`config.mk`:
```
export PLATFORM = sky130hd
export DESIGN_NAME = if_stage
export DESIGN_NICKNAME = d
export VERILOG_FILES = /design/src/rtl/if_stage.sv
export SDC_FILE = /design/constraint.sdc
export NUM_CORES = 1
export LEC_CHECK = 0
export BUFFER_PORTS_ARGS = -buffer_cell sky130_fd_sc_hd__buf_4
export CAP_MARGIN = 15
export CORE_MARGIN = 10
export CORE_UTILIZATION = 50
export CTS_CLUSTER_SIZE = 12
export DETAILED_ROUTE_END_ITERATION = 16
export PLACE_DENSITY_LB_ADDON = 0.2
export SKIP_CTS_REPAIR_TIMING = 1
export SYNTH_ARGS = -nofsm -noshare
export SYNTH_HDL_FRONTEND = slang
export SYNTH_SLANG_ARGS = --single-unit
```
`constraint.sdc`:
```
create_clock -name clk -period 2.6 [get_ports clk]
set_input_delay 0.26 -clock clk [delete_from_list [all_inputs] [get_ports clk]]
set_output_delay 0.26 -clock clk [all_outputs]
set_load 0.02 [all_outputs]
```
`src/rtl/if_stage.sv`:
```
// if_stage: MIPS instruction fetch: PC register, redirect selection, IF/ID register and fetch counter.
module if_stage #(
  parameter logic [31:0] RESET_PC = 32'h0000_0000,
  parameter int          IMEM_AW  = 6
) (
  input  logic               clk,
  input  logic               reset,
  input  logic               stall_f,
  input  logic               stall_d,
  input  logic               flush_d,
  input  logic               pcsrc_d,
  input  logic [31:0]        pcbranch_d,
  input  logic               jump_d,
  input  logic [25:0]        instr_index_d,
  output logic [IMEM_AW-1:0] imem_a,
  input  logic [31:0]        imem_rd,
  output logic [31:0]        pc_f,
  output logic [31:0]        instr_d,
  output logic [31:0]        pcplus4_d,
  output logic               valid_d,
  output logic [31:0]        fetch_count
);
  logic [31:0] pcplus4_f, jta, pc_next;
  always_comb begin
    pcplus4_f = pc_f + 32'd4;
    jta       = {pcplus4_d[31:28], instr_index_d, 2'b00};
    pc_next   = jump_d ? jta : pcsrc_d ? (pcbranch_d & ~32'd3) : pcplus4_f;
    imem_a    = pc_f[IMEM_AW+1:2];
  end
  // a stalled decode instruction re-presents its redirect, so dropping it here is safe
  always_ff @(posedge clk or negedge reset)
    if (!reset) pc_f <= RESET_PC;
    else if (!stall_f) pc_f <= pc_next;
  always_ff @(posedge clk or negedge reset)
    if (!reset) begin
      instr_d     <= '0;
      pcplus4_d   <= '0;
      valid_d     <= 1'b0;
      fetch_count <= '0;
    end else if (!stall_d) begin
      instr_d     <= flush_d ? '0 : imem_rd;
      pcplus4_d   <= flush_d ? '0 : pcplus4_f;
      valid_d     <= !flush_d;
      fetch_count <= fetch_count + {31'd0, !flush_d};
    end
endmodule

```
==> results.json <==
{
  "drcViolationCount": 0,
  "hold_path_depth": 3,
  "end_kind": "flip-flop",
  "nets": 979,
  "ir_drop_mv": 0.3627,
  "grt_overflow": 0,
  "pwr-share-clk_pct": 42.4,
  "final_core_utilization_pct": 71.90,
  "synth_mux_area_share_pct": 0.6738,
  "layout-drive-gt1-share_pct": 31.84,
  "synthXorXnorAreaFrac_pct": 8.046,
  "synth_top_area_cell": "dfrtp_1",
  "critPathMaxStageDelay_ns": 0.66,
  "yosys.area.top_type_share_pct": 49.94,
  "synth_edf_count": 0,
  "cts_tree": "yes",
  "setup_ws_ns": 0.3068,
  "critPathArrivalTime_ns": 2.63,
  "drtAntennaViolNets": 0,
  "setup_viol_count_final": 0,
  "leakage_uw": 0.004176,
  "critPathSlowestCell": "nor4_1",
  "switching_power_uw": 1825,
  "h-tree-depth": 4,
  "synth_flop_cell": "dfrtp_1",
  "rr_worst_depth": 5,
  "multi_input_area_sq_mm": 0.002874,
  "startpoint_type": "flip-flop",
  "rsz0062_at_grt": "no",
  "hpwl_um": 14880,
  "cts_buffer_depth": 2,
  "synth-simple-area-share_pct": 18.33,
  "grt_pass1_vias": 6022,
  "fin_skew_ns": 0.009207,
  "status": "finished clean",
  "startpoint": "pc_f[4]$_DFFE_PN0N_",
  "synth_seq_cells": 126,
  "synth-compound-area-share_pct": 17.76,
  "yosysUniqueCellTypes": 57,
  "cp.depth": 5,
  "dp_slack_ns": 0.3434,
  "worst_hold_path_type": "input port to flip-flop",
  "yosysSeqAreaShare_pct": 49.94,
  "drt_iter0_drc": 504,
  "grt_max_degree": 68,
  "swShare_pct": 28.46,
  "cp_cell_sequence": "nand4_4 > nor4_1 > nand3_1 > o31a_1 > o22ai_1",
  "area_growth_pct": 39.06,
  "seqCellArea_sq_mm": 0.003153,
  "fin_crit_ns": 2.293,
  "pwr_density_cell_mw_per_mm2": 730.3,
  "clockRootBuffer": "clkbuf_16",
  "worstSetupPathType": "flip-flop to flip-flop",
  "min_period_over_period_pct": 88.20,
  "avgSynthCellArea_sq_um": 9.423,
  "fp.coreArea_sq_mm": 0.01221,
  "clk_latency_ns": 0.42,
  "wl_um": 20380,
  "critical_path_required_ns": 2.93,
  "timing.rr.start": "pc_f[4]$_DFFE_PN0N_",
  "num_vias": 5981,
  "cts_made_buffers": 17,
  "min_from": "pcbranch_d[10]",
  "path_buf_inv": 0,
  "die_x_um": 132.4,
  "synth_adder_area_share_pct": 0.5945,
  "row_count": 40,
  "path_delay_family": "simple AND/OR/NAND/NOR gates",
  "maxSlewHeadroom_pct": 47.10,
  "port_buffers": 227,
  "gp_congestion": 0.9077,
  "async_flop_share_pct": 100.0,
  "grtUsageTotal_pct": 22.64,
  "ioPinCount": 232,
  "clock.fmax_mhz": 436.1,
  "worstPathMaxFanout": 9,
  "diodes": 0,
  "worstMarginPinSlew_ns": 0.7934,
  "grt_pass1_wl_um": 32290,
  "syn_area_sq_mm": 0.006314,
  "syn_inst": 670,
  "n_fill_cell": 987,
  "max-cap-violations": 0,
  "tns_ns": 0,
  "hold_viol_final": 0,
  "p_int_uw": 4587,
  "synth.yosys.warnings": 0,
  "vias_per_cell": 5.642,
  "clock-sinks": 126,
  "die-area_sq_mm": 0.01752,
  "synth_top_family_by_area": "simple AND/OR/NAND/NOR gates",
  "clk_pin_slew_worst_paths_ns": 0.06,
  "avgRoutedWirePerCell_um": 19.22,
  "die_h_um": 132.4,
  "seqPwrFrac_pct": 37.2,
  "start_util_pct": 51.70,
  "whs_ns": 0.08074,
  "antenna_found_initial": 0,
  "first_pass_iters": 5,
  "synth_area_leaders": "dfrtp_1 50%, nand2_1 7.7%, xnor2_1 6.1%",
  "finalPower_uw": 6412,
  "drv_slew": 0,
  "p_comb_share_pct": 20.3
}
worst register-to-register path: cells and delay by family (launching register included):
kind / cells / cell delay [ns]
compound gates: 2 / 0.50
flops: 1 / 0.56
simple gates: 3 / 1.15
power by group through the flow:
stage / Sequential, uW / Combinational [uW] / Clock (uW)
5_1_grt: 2420 / 1410 / 2850
2_1_floorplan: 2600 / 454 / 0
6_report: 2390 / 1300 / 2720
3_3_place_gp: 2400 / 1280 / 0
3_5_place_dp: 2420 / 1310 / 0
4_1_cts: 2390 / 1310 / 2750
cells in the final DEF, fill, tap and decap left out, drive strengths merged, types with 9 or more instances in the layout:
master	instances
xnor2	44
o31a	9
nand2	130
inv	15
clkbuf	21
a22oi	9
o21ai	71
o31ai	17
and3	15
nor3	10
dfrtp	126
xor2	14
nor2	24
buf	237
a21oi	30
nand3	22
nand4	15
flip-flops by register name (all words and copies together), names as in the netlist:
| signal | cells |
|---|---|
| pcplus4_d | 31 |
| valid_d | 1 |
| fetch_count | 32 |
| pc_f | 30 |
| instr_d | 32 |
cell usage after synthesis, types with 3 or more instances:
library cell	instances
nand3_1	20
o22ai_1	8
nor2_1	24
buf_4	11
inv_1	14
buf_2	4
ha_1	3
o31a_1	9
o21a_1	3
a2bb2oi_1	4
o31ai_1	16
o21ai_0	70
o2bb2ai_1	3
a21oi_1	30
nor3_1	7
and4_1	6
a22oi_1	9
a22o_1	8
nor3_2	3
buf_1	3
xnor2_1	44
clkbuf_1	31
and3_1	15
a31oi_1	8
dfrtp_1	126
nand2_1	130
nand4_1	13
xor2_1	14
final timing paths:
path	endpoint	slack, ns
hold reg to reg	fetch_count[31]$_DFFE_PN0N_	0.47
hold / removal	pc_f[10]$_DFFE_PN0N_	0.08
max in group asynchronous	instr_d[24]$_DFFE_PN0N_	1.41
setup / recovery	pc_f[27]$_DFFE_PN0N_	0.31
setup reg to reg	pc_f[27]$_DFFE_PN0N_	0.31
min in group asynchronous	fetch_count[28]$_DFFE_PN0N_	0.49
per-layer routing:
metal	vias up	wire [um]	global-route usage (%)
li1	2769	-	-
met1	2868	8422	28.63
met2	310	9716	35.71
met3	34	1858	7.431
met4	0	379	7.335
met5	-	0	0
cell families after synthesis:
| logic type | after synthesis |
|---|---|
| buffers and inverters | 65 |
| flip-flops | 126 |
| other | 1 |
| AO/OA/AOI/OAI | 179 |
| AND/OR/NAND/NOR | 234 |
| multiplexers | 4 |
| XOR/XNOR | 58 |
| adder cells (fa/ha/maj) | 3 |
final cells by class:
| type | instances | area share, % |
|---|---|---|
| clock inverters | 11 | 2.394 |
| well taps | 168 | 2.394 |
| repair buffers | 238 | 20.52 |
| multi-input cells | 480 | 32.73 |
| inverters | 16 | 0.6841 |
| flip-flops and latches | 126 | 35.91 |
| clock buffers | 21 | 5.358 |
metrics by stage:
stage | cell area [sq um] | instances
after floorplan | 6317 | 671
after global placement | 8082 | 1026
after detailed placement | 8082 | 1026
after CTS | 8762 | 1058
after global routing | 8780 | 1060
final | 8780 | 1060
(Power assumes the default switching activity.)
